--- config.mk ---
export PLATFORM = sky130hd
export DESIGN_NAME = jk_bank_arbiter
export DESIGN_NICKNAME = d
export VERILOG_FILES = /design/src/rtl/jk_bank_arbiter.sv
export SDC_FILE = /design/constraint.sdc
export NUM_CORES = 1
export LEC_CHECK = 0
export CORE_MARGIN = 2
export CORE_UTILIZATION = 39
export DETAILED_ROUTE_END_ITERATION = 7
export PLACE_DENSITY = 0.85
export SYNTH_ARGS = -nofsm -noshare
export SYNTH_HDL_FRONTEND = slang
export SYNTH_SLANG_ARGS = --single-unit
--- constraint.sdc ---
create_clock -name clk -period 4.35 [get_ports clk]
set_input_delay 1.305 -clock clk [delete_from_list [all_inputs] [get_ports clk]]
set_output_delay 1.305 -clock clk [all_outputs]
set_load 0.05 [all_outputs]
--- src/rtl/jk_bank_arbiter.sv ---
// Round-robin arbiter sharing a bank of JK flip-flops between several requesters.
// Optional JK_BANK_ARBITER_STATS_EN adds a saturating count of accepted commands that changed a bit.
module jk_bank_arbiter #(
  parameter int NREQ = 4,
  parameter int NFF  = 8,
  parameter int AW   = 3,
  parameter int GW   = 2
) (
  input  logic               clk,
  input  logic               rst,
  input  logic               hold_en,
  input  logic [NREQ-1:0]    req_valid,
  output logic [NREQ-1:0]    req_ready,
  input  logic [NREQ*AW-1:0] req_addr,
  input  logic [NREQ-1:0]    req_j,
  input  logic [NREQ-1:0]    req_k,
  output logic [NFF-1:0]     q,
  output logic [NFF-1:0]     qbar,
  output logic               grant_valid,
  output logic [GW-1:0]      grant_id,
  output logic               err_addr
`ifdef JK_BANK_ARBITER_STATS_EN
  ,
  output logic [15:0]        toggle_cnt
`endif
);

  if ((1 << AW) < NFF || (1 << GW) < NREQ) begin : g_bad_params
    $error("jk_bank_arbiter: AW or GW too narrow for NFF/NREQ");
  end

  logic [GW-1:0]  rr_ptr;
  logic [GW-1:0]  winner;
  logic           found;
  int unsigned    idx;
  logic [AW-1:0]  w_addr;
  logic           w_j;
  logic           w_k;
  logic           in_range;
  logic           accept;
  logic [NFF-1:0] q_next;

  // Scan from rr_ptr upward, wrapping, and take the first valid requester.
  always_comb begin
    found  = 1'b0;
    winner = '0;
    idx    = 0;
    for (int unsigned o = 0; o < NREQ; o++) begin
      idx = (32'(rr_ptr) + o) % NREQ;
      if (!found && req_valid[idx]) begin
        found  = 1'b1;
        winner = GW'(idx);
      end
    end
  end

  always_comb begin
    req_ready = '0;
    if (found && !hold_en && rst) req_ready[winner] = 1'b1;
    accept = |(req_valid & req_ready);

    w_addr = '0;
    w_j    = 1'b0;
    w_k    = 1'b0;
    for (int unsigned i = 0; i < NREQ; i++) begin
      if (GW'(i) == winner) begin
        w_addr = req_addr[i*AW +: AW];
        w_j    = req_j[i];
        w_k    = req_k[i];
      end
    end
    in_range = int'(w_addr) < NFF;

    q_next = q;
    for (int unsigned b = 0; b < NFF; b++) begin
      if (accept && in_range && w_addr == AW'(b)) begin
        case ({w_j, w_k})
          2'b01:   q_next[b] = 1'b0;
          2'b10:   q_next[b] = 1'b1;
          2'b11:   q_next[b] = ~q[b];
          default: q_next[b] = q[b];
        endcase
      end
    end
  end

  assign qbar = ~q;

  always_ff @(posedge clk or negedge rst) begin
    if (!rst) begin
      q           <= '0;
      rr_ptr      <= '0;
      grant_valid <= 1'b0;
      grant_id    <= '0;
      err_addr    <= 1'b0;
    end else begin
      q           <= q_next;
      grant_valid <= accept;
      err_addr    <= accept & ~in_range;
      if (accept) begin
        rr_ptr   <= GW'((32'(winner) + 1) % NREQ);
        grant_id <= winner;
      end
    end
  end

`ifdef JK_BANK_ARBITER_STATS_EN
  always_ff @(posedge clk or negedge rst) begin
    if (!rst) begin
      toggle_cnt <= '0;
    end else if (q_next != q && toggle_cnt != '1) begin
      toggle_cnt <= toggle_cnt + 16'd1;
    end
  end
`endif

endmodule

==> Word-level counts from Yosys, hierarchy flattened <==
Index checks and enable logic that the tools add are counted.
{ "classes": {"add_sub_neg": 4, "order_cmp": 6, "n_eq_ne": 13, "mux": 39, "bitwise": 10, "n_reduce_logical": 30} }
{ "op_table": {"columns": ["operator", "count"], "rows": [
  ["$pmux W1 S3", 8],
  ["$mux W1", 17],
  ["$reduce_and A2 Y1", 8],
  ["$lt A2 B3 Y1 const B", 5],
  ["$logic_and A1 B1 Y1", 14],
  ["$eq A3 B3 Y1 const B", 4],
  ["$mux W3", 4],
  ["$bmux W1 S2", 4],
  ["$mux W2", 4],
  ["$not A1 Y1", 8],
  ["$not A8 Y8", 1],
  ["$eq A3 B2 Y1 const B", 2],
  ["$add A2 B1 Y2 const B", 2],
  ["$add A2 B2 Y2 const B", 2],
  ["$and A4 B4 Y4", 1],
  ["$eq A2 B2 Y1 const A", 2],
  ["$eq A2 B2 Y1 const B", 2],
  ["$logic_not A1 Y1", 4],
  ["$mux W4", 1],
  ["$reduce_or A4 Y1", 1],
  ["$eq A3 B1 Y1 const B", 1],
  ["$logic_not A3 Y1", 1],
  ["$reduce_bool A3 Y1", 1],
  ["$demux W1 S2", 1],
  ["4 further kinds", 4]
]} }
{ "totals": {"ff_bits": 13, "input_bits": 27, "output_inout_bits": 24, "word_cells": 113} }

==> Depth between registers and ports, before layout <==
{ "logic_depth": {"depth_word": 21, "depth_mapped": 12, "ltp_nobuf": 11} }

==> Worst setup path before layout <==
OpenSTA, ideal clock, no wires.
{ "synth_timing": {"path_kind": "input -> output", "from": "input req_valid[2]", "to": "output req_ready[3]", "t_arrival_ps": 3034, "t_required_ps": 3045, "path_slack_ps": 11, "cell_stages": 5, "path_buffers": 1, "cell_sequence": "mux2_2 -> a221oi_1 -> ha_1 -> buf_2 -> and2_1"} }
{ "synth_via": {"elab_chain_len": 17, "elab_cells_between_ends": 30, "classes_between": "order compare: 2; mux: 19; reduce/logical: 9"} }
{ "synth_rtl": {"columns": ["element", "line_no", "source"], "rows": [
  ["from (decl)", "12", "input logic [NREQ-1:0] req_valid,"],
  ["$bmux W1 S2", "50", "if (!found && req_valid[idx]) begin"],
  ["$mux W1 (not written as such)", "50", null],
  ["$mux W1", "50", null],
  ["$logic_not A1 Y1", "50", null],
  ["$logic_and A1 B1 Y1", "50", null],
  ["$mux W1", "50", null],
  ["$logic_not A1 Y1", "50", null],
  ["$logic_and A1 B1 Y1", "50", null],
  ["(+2 left out)", null, null],
  ["$logic_and A1 B1 Y1", "50", null],
  ["$mux W2 (*)", "50", null],
  ["named net winner[0]", "33", "logic [GW-1:0] winner;"],
  ["$lt A2 B3 Y1 (not written as such) or $ge A2 B1 Y1 (tied branches)", "59", "if (found && !hold_en && rst) req_ready[winner] = 1'b1;"],
  ["$logic_and A1 B1 Y1 (not written as such)", "59", null],
  ["$mux W1 (not written as such)", "59", null],
  ["$demux W1 S2 (*)", "59", null],
  ["$mux W4 (*)", "59", null],
  ["to (decl)", "13", "output logic [NREQ-1:0] req_ready,"]
]} }
The timed path passes the listed nets; every way through them passes the cells marked *. The select of a mux whose other input is x is not followed.

==> Worst setup path in the final report <==
{ "layout_timing": {"from": "input req_valid[2]", "to": "output req_ready[1]"} }
Same word-level chain as after synthesis.

==> results.sh <==
export IMPL_final_util=0.676
export IMPL_drt_iter0_markers=17
export IMPL_critPathKind="input pin to primary output"
export IMPL_finalWirelength_um=3220
export IMPL_viasPerCell=5.50
export IMPL_cp_startpoint="req_valid[2]"
export IMPL_grt_max_degree=16
export IMPL_fp_dieH_um=54.3
export IMPL_synth_seq_area_share=0.330
export IMPL_syn_cell_area_um2=986
export IMPL_period_share=0.986
export IMPL_drc=0
export IMPL_synth_most_common_cell="inv_1"
export IMPL_hpwl_um=2620
export IMPL_die_x_um=54.3
export IMPL_wire_per_inst_um=15.9
export IMPL_yosysTopAreaCell="dfrtp_1"
export IMPL_portBuffers=49
export IMPL_period_needed_ps=4290
export IMPL_postCtsSetupBuffers=0
export IMPL_cp_required_ps=3040
export IMPL_finalHoldViolations=0
export IMPL_regToRegStartpoint="rr_ptr[1]"
export IMPL_ys_types=32
export IMPL_syn_nets=143
export IMPL_diodes=0
export IMPL_overflow=0
export IMPL_grt_pass1_wl_um=4860
export IMPL_place_gp_congestion=0.859
export IMPL_synth_top_area_frac=0.330
export IMPL_skew_ps=3.65
export IMPL_p_leak_nw=0.674
export IMPL_ys_warnings_count=0
export IMPL_clock_path_buffers=2
export IMPL_cp_start_kind="input pin"
export IMPL_synthArstFlopShare=1.00
export IMPL_clock_sinks=13
export IMPL_area_growth_pct=66.8
export IMPL_ant_nets=0
export IMPL_synthTopCellsByCount="inv_1, dfrtp_1, o21ai_0"
export IMPL_drtPass1Iterations=4
export IMPL_ys_flop_type="dfrtp_1"
export IMPL_ys_ff_latch=13
export IMPL_slew_limit_headroom=0.612
export IMPL_peakVddDrop_mv=0.416
export IMPL_final_cells=203
export IMPL_initial_core_util=0.405
export IMPL_avgSynthCellArea_um2=8.80
export IMPL_clock_fmax_mhz=233
export IMPL_coreArea_mm2=0.00243
export IMPL_tightestPinTransition_ps=576
export IMPL_power_mw=1.08
export IMPL_rsz0062_at_grt="false"
export IMPL_antenna_found_initial=0
export IMPL_ys_top_cells_by_area="dfrtp_1, o31ai_1, inv_1"
export IMPL_vias=1116
export IMPL_hp_class="register to register"
export IMPL_critPathMaxFanout=4
export IMPL_grt_usage=0.236
export IMPL_layout_drive_gt1_share=0.173
export IMPL_root_buffer="clkbuf_4"
export IMPL_nNetsFinal=205
export IMPL_synthCells=112
export IMPL_cts_buffers_inserted=3
export IMPL_cts_tree="yes"
export IMPL_end_kind="primary output"
export IMPL_hp_start="q[3]"
export IMPL_maxSlewViolCount=0
export IMPL_clk_insertion_delay_late_ps=280
export IMPL_dp_cells=199
export IMPL_arrival_ps=2990
export IMPL_dieArea_mm2=0.00295
export IMPL_std_cell_rows=18
export IMPL_clkSlewWorstSetupHoldPaths_ps=80
export IMPL_grt_pass1_vias=1074
export IMPL_finalSetupViolCount=0
export IMPL_drv_cap=0
export IMPL_ios=51
export IMPL_status="completed"
export IMPL_power_density_mw_per_mm2=655
export IMPL_synth_edff_count=0
export IMPL_ctsHoldBuffers=0
export IMPL_cts_htree_levels=1
[layer usage]
metal	share of wire	global-route usage
met3	0.069	0.0683
met2	0.54	0.444
met4	0.017	0.0958
met1	0.38	0.241
met5	0	0
[worst paths after layout]
path	to	slack (ps)	cells past startpoint
worst max-delay path	req_ready[1]	60	7
worst min-delay path	q[3]	500	1
worst min register to register	q[3]	500	1
min in group asynchronous	q[6]	1400	2
max in group asynchronous	grant_id[0]	2790	2
worst max register to register	q[7]	1340	10
[state kept, by name, summed over array words and instances, names as in the netlist]
register / cells
q: 8
grant_id: 2
grant_valid: 1
rr_ptr: 2
[layout by cell type, fill, tap and decap left out, types with 2 or more instances in the layout]
cell type,n
a21oi_1,7
nand4_1,2
and2_1,2
clkbuf_4,3
clkdlybuf4s50_1,45
mux2_2,4
a211o_1,2
a211oi_1,6
ha_1,4
o211ai_1,2
nand2_1,4
o21ai_0,11
and2_4,3
buf_6,2
nor2_1,3
buf_12,2
dfrtp_1,13
nor2b_1,3
buf_4,12
inv_1,15
o31ai_1,8
nor3b_1,2
nand3b_1,4
[power breakdown]
part	internal, mW	switching (mW)	total [mW]
Combinational	0.301	0.490	0.791
Sequential	0.168	0.0427	0.211
Clock	0.0356	0.0394	0.0750
[worst max-delay path, cell delays in order]
cell and delay, ps:
clkdlybuf4s50_1 430, mux2_2 290, a221oi_2 300, buf_4 180
ha_1 170, and2_4 170, buf_12 130
[cells by family after synthesis]
logic type | after synthesis | synth area share
AO/OA/AOI/OAI | 42 | 0.308
AND/OR/NAND/NOR | 28 | 0.171
buffers and inverters | 19 | 0.0799
flip-flops | 13 | 0.330
multiplexers | 5 | 0.0558
adder cells (fa/ha/maj) | 4 | 0.0508
other | 1 | 0.00380
[metrics by stage]
| step | hold slack (ps) | cell area, µm² | TNS [ps] | setup WS [ps] |
|---|---|---|---|---|
| floorplan | 495 | 986 | 0 | 10.6 |
| global placement | 488 | 1600 | 0 | 75.6 |
| detailed placement | 497 | 1600 | -12.7 | -12.7 |
| CTS | 508 | 1630 | 0 | 58.4 |
| global route | 519 | 1640 | 0 | 0.382 |
| finish | 502 | 1640 | 0 | 59.4 |
[repair_timing]
| item | CTS | global route |
|---|---|---|
| pin swaps | 0 | 1 |
| gates resized for setup | 1 | 5 |
| setup endpoints to repair | 1 | 4 |
[cell type report]
class / instances / area (µm²)
sequential: 13 / 325
timing repair buffer: 61 / 603
clock buffer: 4 / 26.3
multi-input combinational: 80 / 596
tap: 30 / 37.5
inverter: 15 / 56.3
fill: 199 / 788
Note: power is estimated with default switching activity, not from simulation.
